$ cat src/rtl/serial_subtractor_ctrl.sv
`default_nettype none
// ============================================================================
// Module      : serial_subtractor_ctrl
// Description : Bit-serial unsigned subtractor. A single 1-bit subtractor
//               cell is reused once per clock, LSB first, to form a - b
//               modulo 2^WIDTH together with the final borrow.
// Ports       :
//   clk        in   rising-edge clock
//   rst        in   asynchronous active-high reset
//   start      in   request a subtraction (accepted only while idle)
//   a, b       in   minuend / subtrahend, captured when start is accepted
//   busy       out  high while bits are being processed
//   done       out  one-cycle pulse when diff/borrow_out are updated
//   diff       out  registered result a - b (mod 2^WIDTH)
//   borrow_out out  registered final borrow (1 iff a < b, unsigned)
// Revision    : 1.0 - initial release
// ============================================================================
module serial_subtractor_ctrl #(
  parameter int WIDTH = 8
) (
  input  logic             clk,
  input  logic             rst,
  input  logic             start,
  input  logic [WIDTH-1:0] a,
  input  logic [WIDTH-1:0] b,
  output logic             busy,
  output logic             done,
  output logic [WIDTH-1:0] diff,
  output logic             borrow_out
);

  // Counter only has to reach WIDTH-1; a single bit is enough for WIDTH=2.
  localparam int            CW       = (WIDTH > 1) ? $clog2(WIDTH) : 1;
  localparam logic [CW-1:0] LAST_BIT = CW'(WIDTH - 1);

  typedef enum logic [1:0] {
    IDLE = 2'd0,
    RUN  = 2'd1,
    DONE = 2'd2
  } state_t;

  state_t           state;
  state_t           state_next;

  logic [WIDTH-1:0] a_sh;
  logic [WIDTH-1:0] b_sh;
  logic [WIDTH-1:0] res_sh;
  logic             borrow;
  logic [CW-1:0]    count;

  // Shared subtractor cell operating on the current operand LSBs.
  logic x_bit;
  logic y_bit;
  logic d_bit;
  logic bout_bit;
  logic last_bit;

  assign x_bit    = a_sh[0];
  assign y_bit    = b_sh[0];
  assign d_bit    = x_bit ^ y_bit ^ borrow;
  assign bout_bit = (~x_bit & y_bit) | (~(x_bit ^ y_bit) & borrow);
  assign last_bit = (count == LAST_BIT);

  // Status flags come straight from the state register.
  assign busy = (state == RUN);
  assign done = (state == DONE);

  // --------------------------------------------------------------------------
  // State register
  // --------------------------------------------------------------------------
  always_ff @(posedge clk or posedge rst) begin
    if (rst) begin
      state <= IDLE;
    end else begin
      state <= state_next;
    end
  end

  // --------------------------------------------------------------------------
  // Next-state logic
  // --------------------------------------------------------------------------
  always_comb begin
    state_next = state;
    case (state)
      IDLE:    if (start)    state_next = RUN;
      RUN:     if (last_bit) state_next = DONE;
      DONE:                  state_next = IDLE;
      default:               state_next = IDLE;
    endcase
  end

  // --------------------------------------------------------------------------
  // Datapath: operand/result shift registers, borrow flop, bit counter
  // --------------------------------------------------------------------------
  always_ff @(posedge clk or posedge rst) begin
    if (rst) begin
      a_sh       <= '0;
      b_sh       <= '0;
      res_sh     <= '0;
      borrow     <= 1'b0;
      count      <= '0;
      diff       <= '0;
      borrow_out <= 1'b0;
    end else begin
      case (state)
        IDLE: begin
          if (start) begin
            a_sh   <= a;
            b_sh   <= b;
            borrow <= 1'b0;
            count  <= '0;
          end
        end
        RUN: begin
          a_sh   <= a_sh >> 1;
          b_sh   <= b_sh >> 1;
          // Each new difference bit enters at the MSB so that after WIDTH
          // shifts bit 0 has travelled down to position 0.
          res_sh <= {d_bit, res_sh[WIDTH-1:1]};
          borrow <= bout_bit;
          count  <= count + CW'(1);
          if (last_bit) begin
            diff       <= {d_bit, res_sh[WIDTH-1:1]};
            borrow_out <= bout_bit;
          end
        end
        default: begin
          // DONE: outputs and internal state simply hold.
        end
      endcase
    end
  end

endmodule
`default_nettype wire

$ cat config.mk
export PLATFORM = sky130hd
export DESIGN_NAME = serial_subtractor_ctrl
export DESIGN_NICKNAME = d
export VERILOG_FILES = /design/src/rtl/serial_subtractor_ctrl.sv
export SDC_FILE = /design/constraint.sdc
export NUM_CORES = 1
export LEC_CHECK = 0
export CAP_MARGIN = 40
export CORE_MARGIN = 2
export CORE_UTILIZATION = 35
export CTS_BUF_LIST = sky130_fd_sc_hd__clkbuf_8
export DETAILED_ROUTE_END_ITERATION = 10
export GPL_TIMING_DRIVEN = 0
export SETUP_SLACK_MARGIN = 0.4
export SLEW_MARGIN = 15
export SYNTH_ARGS = -nofsm -noshare
export SYNTH_HDL_FRONTEND = slang
export SYNTH_SLANG_ARGS = --single-unit
export TNS_END_PERCENT = 10
$ cat constraint.sdc
create_clock -name clk -period 1.65 [get_ports clk]
set_input_delay 0.33 -clock clk [delete_from_list [all_inputs] [get_ports clk]]
set_output_delay 0.33 -clock clk [all_outputs]
set_load 0.02 [all_outputs]
==> impl_metrics.py <==
metrics = {
    "status": {
        "outcome": "completed",
    },
    "place": {
        "io_buffer_count": 29,
        "dp_cells": 236,
        "place.gp.congestion": 0.807,
        "place_area_um2": 2290,
        "hpwlAfterDp_mm": 2.48,
    },
    "grt": {
        "grt_max_degree": 25,
        "grt_usage": 0.131,
        "grt_pass1_vias": 1325,
        "grt_pass1_wl_mm": 6.27,
        "gr-total-overflow": 0,
        "grt_antenna_before_repair": 0,
    },
    "finish": {
        "finalNonFillerCells": 256,
        "nets": 208,
        "final_common_cell": "dfrtp_1",
        "diodes": 0,
        "area_delta_synth_final_pct": 35.7,
        "mostFrequentLayoutCells": "dfrtp_1 (38), inv_1 (19), clkdlybuf4s50_1 (17)",
        "drive_above_1_share": 0.398,
        "fillCellCount": 499,
        "final_area_um2": 2540,
        "seq_area_um2": 951,
        "multiInputGateArea_um2": 803,
    },
    "logic_synthesis": {
        "syn-cell-area_um2": 1870,
        "yosys_register_bits": 38,
        "syn_avg_cell_area_um2": 13.7,
        "ys_seq_area_frac": 0.509,
        "yosys_warnings": 0,
        "netlist_instances": 136,
        "syn-num-nets": 158,
        "yosysUniqueCellTypes": 25,
    },
    "routing": {
        "routedWlPerCell_um": 14.2,
        "first_pass_iters": 4,
        "drc": 0,
        "vias": 1254,
        "drtAntennaViolNets": 0,
        "finalWirelength_mm": 3.63,
        "drt-initial-drc-count": 24,
        "via_per_inst": 4.90,
    },
    "worst_setup_path": {
        "r2r_cells": 5,
        "startpoint_type": "flip-flop",
        "path_class": "flip-flop to output pin",
        "crit_fanout": 3,
        "crit_arrival_ns": 1.18,
        "crit_path_end_kind": "output pin",
        "crit_required_ns": 1.32,
    },
    "clock_network": {
        "tritoncts.num_buffers": 5,
        "cts-hold-fix-buffers": 0,
        "root_buffer": "clkbuf_8",
        "htreeDepth": 2,
        "clock_latency_ns": 0.28,
        "cts.clk_slew.worst_paths_ns": 0.07,
        "cts_buffer_depth": 2,
        "cts_tree": "built",
        "cts.sink_count": 38,
    },
    "pwr": {
        "p_per_area_nw_per_um2": 1770,
        "p_seq_frac": 0.358,
        "clkPwrFrac": 0.130,
        "irDropWorstVdd_mv": 0.578,
        "intPower_mw": 2.93,
        "power.leakage_nw": 1.15,
        "p_comb_frac": 0.512,
        "power.switching_mw": 1.55,
        "netSwitchingFraction": 0.345,
    },
    "die": {
        "die_h_um": 77.1,
        "num_io_pins": 30,
        "rows": 26,
        "fp.dieW_um": 77.1,
        "start_util": 0.364,
        "die-area_um2": 5940,
        "core_um2": 5140,
    },
    "sta": {
        "min_period_ns": 1.51,
        "fin_skew_ns": 0.00346,
        "finalSetupViolations": 0,
        "fmax_mhz": 663,
        "maxSlewViolCount": 0,
        "worst_slew_pin_slew_ns": 0.360,
        "period_share": 0.915,
        "slew_headroom": 0.756,
        "rsz0062_at_grt": "yes",
        "hold_violations": 0,
    },
    "worst_hold_path": {
        "min_path_type": "input pin to async pin",
    },
    "flow_run": {
        "drv_cap": 0,
    },
}
## cells in the mapped netlist, drive strengths merged
master	number	area (µm²)
a211oi	1	7.51
a21oi	1	5.00
nand3b	1	20.0
mux2	16	214
nand2b	1	13.8
mux2i	1	10.0
nor2	8	30.0
dfrtp	38	951
nor3b	2	15.0
a221oi	13	158
o21bai	1	18.8
o2bb2ai	1	8.76
buf	10	93.8
ha	2	25.0
nor4b	14	160
inv	19	73.8
clkbuf	1	3.75
a22o	4	35.0
nor2b	1	6.26
fa	1	20.0
## cell families (layout without fill, tap and decap cells)
kind of cell	count (synthesis)	count (layout)	synth area share
AO/OA/AOI/OAI	21	21	0.124
adder cells (fa/ha/maj)	3	3	0.0241
buffers and inverters	30	80	0.0917
flip-flops	38	38	0.509
multiplexers	17	17	0.120
AND/OR/NAND/NOR	27	27	0.131
## worst max-delay path, cell delays in order, from the launching register on
cell and delay [ns]:
dfrtp_1 0.37, buf_6 0.12, nand2b_4 0.15, clkinv_4 0.05
buf_8 0.10, buf_6 0.11
## metal layers
layer	vias to the layer above	wire length, µm	GRT usage
met1	629	1660	0.169
met2	35	1750	0.220
met4	0	15	0.0321
met5	-	0	0
met3	4	207	0.0353
li1	586	-	-
## path summary, 6_finish.rpt
kind	from	endpoint	slack, ns
max in group asynchronous	rst	count[0]	0.88
min in group clk	borrow	borrow	0.50
setup reg to reg	count[1]	diff[7]	0.23
hold / removal	rst	res_sh[5]	0.33
hold reg to reg	borrow	borrow	0.50
setup / recovery	state[1]	busy	0.14
## layout make-up
type,count,area share
flip-flops and latches,38,0.375
repair buffers,43,0.161
well taps,70,0.0345
clock buffers,5,0.0271
clock inverters,2,0.00296
inverters,19,0.0301
multi-input cells,68,0.317
plain buffers,11,0.0528
## sequential cells by signal, summed over array words and instances, names as in the netlist
signal	flops
a_sh	8
b_sh	8
diff	8
res_sh	7
count	3
state	2
borrow	1
borrow_out	1
## repair_timing
item	CTS	global route
gates resized for setup	32	16
pin swaps	0	1
setup endpoints to repair	38	46
endpoints found under the hold margin	0	0
setup buffers	6	6
cloned	0	1
## power by group through the flow
stage	registers (mW)	clock network (mW)	logic, mW
floorplan	1.72	0	1.40
global placement	1.62	0	2.01
detailed placement	1.64	0	2.07
CTS	1.61	0.609	2.14
global route	1.67	0.648	2.50
finish	1.61	0.583	2.30
## through the flow
| stage | hold WS (ns) | setup slack [ns] | utilization | TNS, ns | power [mW] |
|---|---|---|---|---|---|
| after floorplan | 0.456 | 0.312 | - | 0 | 3.13 |
| after global placement | 0.471 | -0.368 | 0.441 | -15.51 | 3.63 |
| after detailed placement | 0.482 | -0.213 | 0.445 | -2.05 | 3.71 |
| after CTS | 0.338 | 0.123 | 0.471 | 0 | 4.36 |
| after global routing | 0.356 | 0.0970 | 0.494 | 0 | 4.82 |
| final | 0.331 | 0.141 | 0.494 | 0 | 4.48 |
Note: power is estimated with default switching activity, not from simulation.
